File: src/rtl/id_hazard_ctrl.sv
`default_nettype none
// ============================================================================
// id_hazard_ctrl : decode-stage scoreboard; RAW/WAW stall, issue, write gating.
// Optional same-cycle writeback bypass enabled by defining ID_WB_BYPASS_EN.
// Rev 1.0
// ============================================================================
module id_hazard_ctrl #(
    parameter int NREGS = 32,
    parameter int AW    = 5,
    parameter int CNT_W = 16
) (
    input  logic             clk,
    input  logic             reset,
    input  logic             id_valid,
    input  logic             flush,
    input  logic [AW-1:0]    ra1,
    input  logic [AW-1:0]    ra2,
    input  logic             use1,
    input  logic             use2,
    input  logic [AW-1:0]    wa3_id,
    input  logic             we3_id,
    input  logic             wb_we,
    input  logic [AW-1:0]    wb_wa,
    output logic             stall,
    output logic             issue,
    output logic             we3_gated,
    output logic             fwd1,
    output logic             fwd2,
    output logic [NREGS-1:0] busy_vec,
    output logic [CNT_W-1:0] stall_cnt
);

    localparam logic [CNT_W-1:0] c_cnt_one = {{(CNT_W-1){1'b0}}, 1'b1};

    logic [NREGS-1:0] r_busy;
    logic [NREGS-1:0] w_busy_nxt;
    logic [CNT_W-1:0] r_stall_cnt;
    logic             w_rd1_haz;
    logic             w_rd2_haz;
    logic             w_wr_haz;
    logic             w_raw1;
    logic             w_raw2;
    logic             w_waw;

    // Register 0 is never tracked, so its busy bit is ignored on every lookup.
    assign w_rd1_haz = use1   && (ra1    != '0) && r_busy[ra1];
    assign w_rd2_haz = use2   && (ra2    != '0) && r_busy[ra2];
    assign w_wr_haz  = we3_id && (wa3_id != '0) && r_busy[wa3_id];

`ifdef ID_WB_BYPASS_EN
    logic w_wb_hit1;
    logic w_wb_hit2;
    logic w_wb_hit3;

    assign w_wb_hit1 = wb_we && (wb_wa == ra1);
    assign w_wb_hit2 = wb_we && (wb_wa == ra2);
    assign w_wb_hit3 = wb_we && (wb_wa == wa3_id);

    // A write retiring this cycle resolves the hazard; operands take wd3.
    assign w_raw1 = w_rd1_haz && !w_wb_hit1;
    assign w_raw2 = w_rd2_haz && !w_wb_hit2;
    assign w_waw  = w_wr_haz  && !w_wb_hit3;
    assign fwd1   = use1 && (ra1 != '0) && w_wb_hit1;
    assign fwd2   = use2 && (ra2 != '0) && w_wb_hit2;
`else
    assign w_raw1 = w_rd1_haz;
    assign w_raw2 = w_rd2_haz;
    assign w_waw  = w_wr_haz;
    assign fwd1   = 1'b0;
    assign fwd2   = 1'b0;
`endif

    assign stall     = id_valid && !flush && (w_raw1 || w_raw2 || w_waw);
    assign issue     = id_valid && !flush && !stall;
    assign we3_gated = issue && we3_id && (wa3_id != '0);

    // Set is applied after clear: the issuing write is younger than the retiring one.
    always_comb begin
        w_busy_nxt = r_busy;
        if (wb_we && (wb_wa != '0)) begin
            w_busy_nxt[wb_wa] = 1'b0;
        end
        if (we3_gated) begin
            w_busy_nxt[wa3_id] = 1'b1;
        end
        w_busy_nxt[0] = 1'b0;
    end

    always_ff @(posedge clk or negedge reset) begin
        if (!reset) begin
            r_busy      <= '0;
            r_stall_cnt <= '0;
        end else begin
            r_busy <= w_busy_nxt;
            if (stall && (r_stall_cnt != '1)) begin
                r_stall_cnt <= r_stall_cnt + c_cnt_one;
            end
        end
    end

    assign busy_vec  = r_busy;
    assign stall_cnt = r_stall_cnt;

endmodule
`default_nettype wire
File: config.mk
export PLATFORM = sky130hd
export DESIGN_NAME = id_hazard_ctrl
export DESIGN_NICKNAME = d
export VERILOG_FILES = /design/src/rtl/id_hazard_ctrl.sv
export SDC_FILE = /design/constraint.sdc
export NUM_CORES = 1
export LEC_CHECK = 0
export CORE_MARGIN = 8
export CORE_UTILIZATION = 49
export CTS_BUF_LIST = sky130_fd_sc_hd__clkbuf_16
export CTS_CLUSTER_DIAMETER = 60
export CTS_CLUSTER_SIZE = 12
export DETAILED_ROUTE_END_ITERATION = 10
export GPL_ROUTABILITY_DRIVEN = 0
export PLACE_DENSITY = 0.81
export SETUP_SLACK_MARGIN = 0.5
export SLEW_MARGIN = 30
export SYNTH_ARGS = -nofsm -noshare
export SYNTH_HDL_FRONTEND = slang
export SYNTH_SLANG_ARGS = --single-unit
File: constraint.sdc
create_clock -name clk -period 4.6 [get_ports clk]
set_input_delay 1.15 -clock clk [delete_from_list [all_inputs] [get_ports clk]]
set_output_delay 1.15 -clock clk [all_outputs]
set_load 0.02 [all_outputs]
==> run summary, run 1 <==
VDD IR-drop max = 0.321 mV
HP Class = flip-flop to flip-flop
area post-placement = 0.00412 mm²
Mapped Cells = 305
initial antenna violation count = 0
Starting Density = 0.508
max frequency = 0.239 GHz
First DRT Iteration DRCs = 260
crit path DAT = 3.04 ns
Port Buffers = 77
gr ovfl total = 0
most frequent cells in the layout = o21ai_0, clkdlybuf4s50_1, dfrtp_1, buf_4, mux2i_1
crit path capture type = output port
later-pin clock latency in the skew report = 0.28 ns
fraction of layout cells with a size suffix above 1 = 0.219
overall fraction of global-route tracks in use = 0.236
setup total negative slack = 0 ns
Crit Path Class = primary input to output port
CTS tree = yes
library cells used by synthesis = 52
Post-CTS Hold Buffers = 0
chip height = 94.6 µm
Synth area leader = dfrtp_1
Mapped Area = 0.00303 mm²
power density cells = 300 mW/mm²
RSZ-0062 raised after global routing = yes
clock root buffer = clkbuf_16
worst slew pin tran = 0.605 ns
die width = 94.6 µm
status = completed
total power = 1.32 mW
row count = 28
antenna cells = 0
Final HPWL DP = 7640 µm
core footprint = 0.00596 mm²
Max-cap violations = 0
Die ar. = 0.00894 mm²
number of global-route vias before repair = 3295
critical path required time = 3.45 ns
# fillers = 444
WL per Instance = 21.7 µm
Slew HR = 0.597
startpoint types = primary input
global-route wire length before repair = 16500 µm
Post-synth EDFFs = 0
Yosys Warn Count = 0
vias = 3157
Layout Utilization = 0.738
Reg2Reg Setup Slack = 1.58 ns
post-synthesis average cell area = 9.92 µm²
minimum clock period = 4.19 ns
Residual DRC = 0
Area contributors post-synth = dfrtp_1, o21ai_0, mux4_2
Final Hold Vio Count = 0
area delta synth->final = 45.3%
final setup vio count = 0
clock tree buffer depth = 2
Final Max Tran Viols = 0
Num CTS Buffers = 5
sequential share of the synthesized area = 0.389
Final Net Count = 444
final worst-path cycle share = 0.911
Clock Sinks = 47
clock skew = 0.00396 ns
CTS H-tree lvls = 2
ys async rst share = 1.00
#FFs+latches synth = 47
Leak Pwr = 1.85 nW
fin area = 0.00440 mm²
Total Routed Length = 10700 µm
area share of the largest cell type after synthesis = 0.389
largest net degree at the start of global routing = 48
commonest non-fill, non-tap cell in the layout = o21ai_0
Vias/cell = 6.43
Max FO, Critical Path = 3
IO Pins = 81
drt first pass iters = 5
DRT antenna net count = 0
Most used DFF post-synth = dfrtp_1
clock transition at the registers of the reported paths = 0.06 ns
[where the power goes]
part	switching (mW)	total (mW)	leakage, nW	internal [mW]
logic	0.196	0.389	1.13	0.193
registers	0.0702	0.527	0.638	0.457
clock network	0.148	0.401	0.0812	0.253
total	0.414	1.32	1.85	0.904
[through the flow]
| stage | setup WS, ns | hold WS, ns | cells |
|---|---|---|---|
| 2_1_floorplan | 0.418 | 0.589 | 307 |
| 3_3_place_gp | -0.518 | 0.480 | 478 |
| 3_5_place_dp | -0.582 | 0.480 | 478 |
| 4_1_cts | 0.444 | 0.495 | 491 |
| 5_1_grt | 0.339 | 0.514 | 491 |
| 6_report | 0.411 | 0.493 | 491 |
[Yosys cell counts (2+ instances only)]
library cell / instances
o21ai_0: 64
dfrtp_1: 47
mux2i_1: 21
nand2_1: 15
xor2_1: 13
nand3b_1: 12
nand3_1: 11
nor4_1: 11
mux4_2: 10
nor2_1: 10
nor3_1: 9
buf_4: 6
o22ai_1: 6
buf_2: 5
clkbuf_1: 5
or3b_2: 5
inv_1: 4
nand2b_1: 4
nand4_1: 4
a21oi_1: 3
nor2b_1: 3
or3_1: 3
and3_1: 2
mux2_2: 2
nor3b_1: 2
o41ai_1: 2
[logic make-up (layout without fill, tap and decap cells)]
family / count (synthesis) / in the layout / share of synthesized area
AOI/OAI and AO/OA: 87 / 87 / 0.165
other: 1 / 3 / 0.00124
buffers and inverters: 20 / 129 / 0.0343
xor gates and xnor gates: 14 / 14 / 0.0405
muxes: 35 / 35 / 0.164
adders and majority gates: 1 / 1 / 0.00413
and+or+nand+nor: 100 / 100 / 0.202
DFF: 47 / 47 / 0.389
[path summary, 6_finish.rpt]
path | startpoint | endpoint | cells past startpoint
max reg2reg | busy_vec[14]$_DFF_PN0_ | stall_cnt[1]$_DFFE_PN0P_ | 10
max | ra2[0] | stall | 9
max in group asynchronous | reset | busy_vec[16]$_DFF_PN0_ | 1
min | stall_cnt[5]$_DFFE_PN0P_ | stall_cnt[5]$_DFFE_PN0P_ | 1
min reg2reg | stall_cnt[5]$_DFFE_PN0P_ | stall_cnt[5]$_DFFE_PN0P_ | 1
min in group asynchronous | reset | stall_cnt[15]$_DFFE_PN0P_ | 1
[worst max-delay path, cell delays in order]
cell,delay (ns)
buf_8,0.08
mux4_2,0.49
a32o_2,0.30
nor4_4,0.32
nor4_4,0.10
a211oi_4,0.26
buf_4,0.16
nor2_2,0.03
buf_6,0.13
[layer usage]
layer / vias to the layer above / wire (µm) / share of wire / global-route usage
met2: 198 / 5000 / 0.47 / 0.395
met3: 54 / 1050 / 0.098 / 0.0571
met5: - / 0 / 0 / 0
met4: 0 / 537 / 0.050 / 0.144
li1: 1383 / - / - / -
met1: 1522 / 4070 / 0.38 / 0.266
[timing repair]
| action | CTS | global route |
|---|---|---|
| cloned | 1 | 0 |
| pin swaps | 11 | 3 |
| endpoints found under the setup margin | 3 | 3 |
| resized for setup | 60 | 2 |
| setup buffers | 4 | 0 |
[flip-flops by register name, indices dropped and copies added (netlist names)]
register / count
busy_vec: 31
stall_cnt: 16
[layout make-up]
type                       instances  area [µm²]  share of cell area
clock inverter                     3        38.8             0.00882
multi-input combinational        240        1840               0.419
tap                               75        93.8              0.0213
clock buffer                       5         125              0.0285
inverter                           4        15.0             0.00342
timing repair buffer             117        1110               0.252
sequential                        47        1180               0.268
Note: power is estimated with default switching activity, not from simulation.
==> run 2, diff against run 1 <==
--- a/config.mk
+++ b/config.mk
@@ -5,7 +5,7 @@
 export SDC_FILE = /design/constraint.sdc
 export NUM_CORES = 1
 export LEC_CHECK = 0
-export CORE_MARGIN = 8
+export CORE_MARGIN = 5
 export CORE_UTILIZATION = 49
 export CTS_BUF_LIST = sky130_fd_sc_hd__clkbuf_16
 export CTS_CLUSTER_DIAMETER = 60
==> run 2 against run 1 <==
  * Count of clock-buffer cells in the layout did not move
  * Critical path depth up 3
  * Largest cell class unchanged
  * Global-route usage up 5.1 points
  * Final area up 4.1%
  * Maximum frequency grew 1.2%
  * Clock power up 15%
  * Highest routed layer unchanged
  * Via count increased by 2.8%
  * Sequential share of layout area is 1.1 points lower
==> run summary, run 2 (synthesis gave the netlist of run 1 again) <==
Crit Path Class = primary input to output port (unchanged)
number of global-route vias before repair = 3328 (was 3295)
gr ovfl total = 0 (unchanged)
crit path capture type = output port (unchanged)
Clk pwr share = 0.330 (was 0.304)
WL per Instance = 21.8 µm (was 21.7 µm)
clock skew = 0.00461 ns (was 0.00396 ns)
HP Class = flip-flop to flip-flop (unchanged)
Die ar. = 0.00785 mm² (was 0.00894 mm²)
die width = 88.6 µm (was 94.6 µm)
HP Start = stall_cnt[9]$_DFFE_PN0P_ (was stall_cnt[5]$_DFFE_PN0P_)
power density cells = 305 mW/mm² (was 300 mW/mm²)
max frequency = 0.242 GHz (was 0.239 GHz)
worst slew pin tran = 0.587 ns (was 0.605 ns)
RSZ-0062 raised after global routing = yes (unchanged)
worst reg2reg endpoint = busy_vec[27]$_DFF_PN0_ (was stall_cnt[1]$_DFFE_PN0P_)
Clock Sinks = 47 (unchanged)
area delta synth->final = 51.3% (was 45.3%)
Worst Hold Depth = 1 (unchanged)
antenna cells = 0 (unchanged)
Final Max Tran Viols = 0 (unchanged)
Slew HR = 0.609 (was 0.597)
Residual DRC = 0 (unchanged)
max reg flops = 31 (unchanged)
drt first pass iters = 5 (unchanged)
Final Net Count = 453 (was 444)
final worst-path cycle share = 0.900 (was 0.911)
Vias/cell = 6.49 (was 6.43)
DRT antenna net count = 0 (unchanged)
Reg2Reg Setup Slack = 1.59 ns (was 1.58 ns)
global-route wire length before repair = 16900 µm (was 16500 µm)
Max FO, Critical Path = 6 (was 3)
largest net degree at the start of global routing = 48 (unchanged)
minimum clock period = 4.14 ns (was 4.19 ns)
CTS H-tree lvls = 2 (unchanged)
worst reg2reg startpoint = busy_vec[14]$_DFF_PN0_ (unchanged)
CTS tree = yes (unchanged)
Num CTS Buffers = 5 (unchanged)
internal power = 0.970 mW (was 0.904 mW)
overall fraction of global-route tracks in use = 0.287 (was 0.236)
later-pin clock latency in the skew report = 0.28 ns (about the same)
clock root buffer = clkbuf_16 (unchanged)
VDD IR-drop max = 0.293 mV (was 0.321 mV)
critical path required time = 3.45 ns (about the same)
switching portion of total power = 0.305 (was 0.314)
sequential power share = 0.379 (was 0.400)
Final HPWL DP = 7420 µm (was 7640 µm)
Starting Density = 0.508 (unchanged)
Final Hold Vio Count = 0 (unchanged)
Total Routed Length = 10900 µm (was 10700 µm)
P_sw = 0.426 mW (was 0.414 mW)
core footprint = 0.00596 mm² (unchanged)
Comb pwr share = 0.291 (was 0.295)
final setup vio count = 0 (unchanged)
fraction of layout cells with a size suffix above 1 = 0.264 (was 0.219)
Max-cap violations = 0 (unchanged)
startpoint types = primary input (unchanged)
Hold Path End = stall_cnt[9]$_DFFE_PN0P_ (was stall_cnt[5]$_DFFE_PN0P_)
total power = 1.40 mW (was 1.32 mW)
most frequent cells in the layout = o21ai_0, clkdlybuf4s50_1, dfrtp_1, buf_4, mux2i_1 (unchanged)
Leak Pwr = 1.92 nW (was 1.85 nW)
Port Buffers = 77 (unchanged)
r2r worst-path depth = 9 (was 10)
initial antenna violation count = 0 (unchanged)
Post-CTS Hold Buffers = 0 (unchanged)
row count = 28 (unchanged)
clock tree buffer depth = 2 (unchanged)
clock transition at the registers of the reported paths = 0.06 ns (about the same)
IO Pins = 81 (unchanged)
commonest non-fill, non-tap cell in the layout = o21ai_0 (unchanged)
chip height = 88.6 µm (was 94.6 µm)
status = completed (unchanged)
vias = 3246 (was 3157)
crit path DAT = 2.99 ns (was 3.04 ns)
tightest hold margin = 0.494 ns (was 0.493 ns)
First DRT Iteration DRCs = 421 (was 260)
-- run 2: changes by cell type in the layout (fill, tap and decap cells not counted), sizes merged --
cell,delta
buf,+11
dlygate4sd2,-3
clkbuf,+2
clkinv,-2
bufbuf,-1
bufinv,+1
clkdlybuf4s50,-1
clkinvlp,+1
dlymetal6s2s,+1
-- run 2: power groups by stage --
stage          clock (mW)  sequential [mW]  combinational, mW
2_1_floorplan           0            0.563              0.140
3_3_place_gp            0            0.531              0.364
3_5_place_dp            0            0.532              0.371
4_1_cts             0.467            0.524              0.389
5_1_grt             0.487            0.533              0.430
6_report            0.461            0.529              0.406
-- run 2: worst max path at each step --
stage,start,end,slack [ns]
floorplan,ra2[0],issue,0.42
global placement,ra2[0],we3_gated,-0.51
detailed placement,ra2[0],we3_gated,-0.61
CTS,ra2[1],stall,0.45
global route,wa3_id[0],we3_gated,0.35
finish,wa3_id[0],we3_gated,0.46
-- run 2: area by class of cell --
class,instances,area [µm²]
clock buffer,5,125
clock inverter,3,67.6
fill,385,1380
inverter,4,15.0
multi-input combinational,240,1910
sequential,47,1180
tap,75,93.8
timing repair buffer,126,1190
-- run 2: worst max-delay path, stage by stage --
cell	delay [ns]
buf_6	0.10
buf_12	0.11
buf_12	0.12
buf_12	0.13
mux2i_1	0.17
o22ai_1	0.12
nor4_2	0.32
o21ai_2	0.14
buf_4	0.15
buf_6	0.11
nor4_4	0.17
buf_4	0.20
-- run 2: layer usage --
| metal | global-route usage | vias to the layer above | share of wire |
|---|---|---|---|
| li1 | - | 1402 | - |
| met1 | 0.335 | 1514 | 0.35 |
| met2 | 0.467 | 258 | 0.47 |
| met3 | 0.0801 | 72 | 0.12 |
| met4 | 0.179 | 0 | 0.062 |
| met5 | 0 | - | 0 |
-- run 2: what timing repair did --
action / CTS / global route
pin swaps: 14 / 12
gates resized for setup: 74 / 18
gates cloned: 0 / 0
endpoints found under the setup margin: 3 / 3
setup buffers: 8 / 5
-- run 2: metrics by stage --
stage,area [µm²],cells,worst slack (ns),util,TNS [ns]
4_1_cts,4460,495,0.446,0.750,0
5_1_grt,4580,500,0.349,0.768,0
3_3_place_gp,4120,479,-0.513,0.692,-1.41
3_5_place_dp,4130,479,-0.609,0.693,-1.59
6_report,4580,500,0.460,0.768,0
2_1_floorplan,3080,307,0.418,-,0
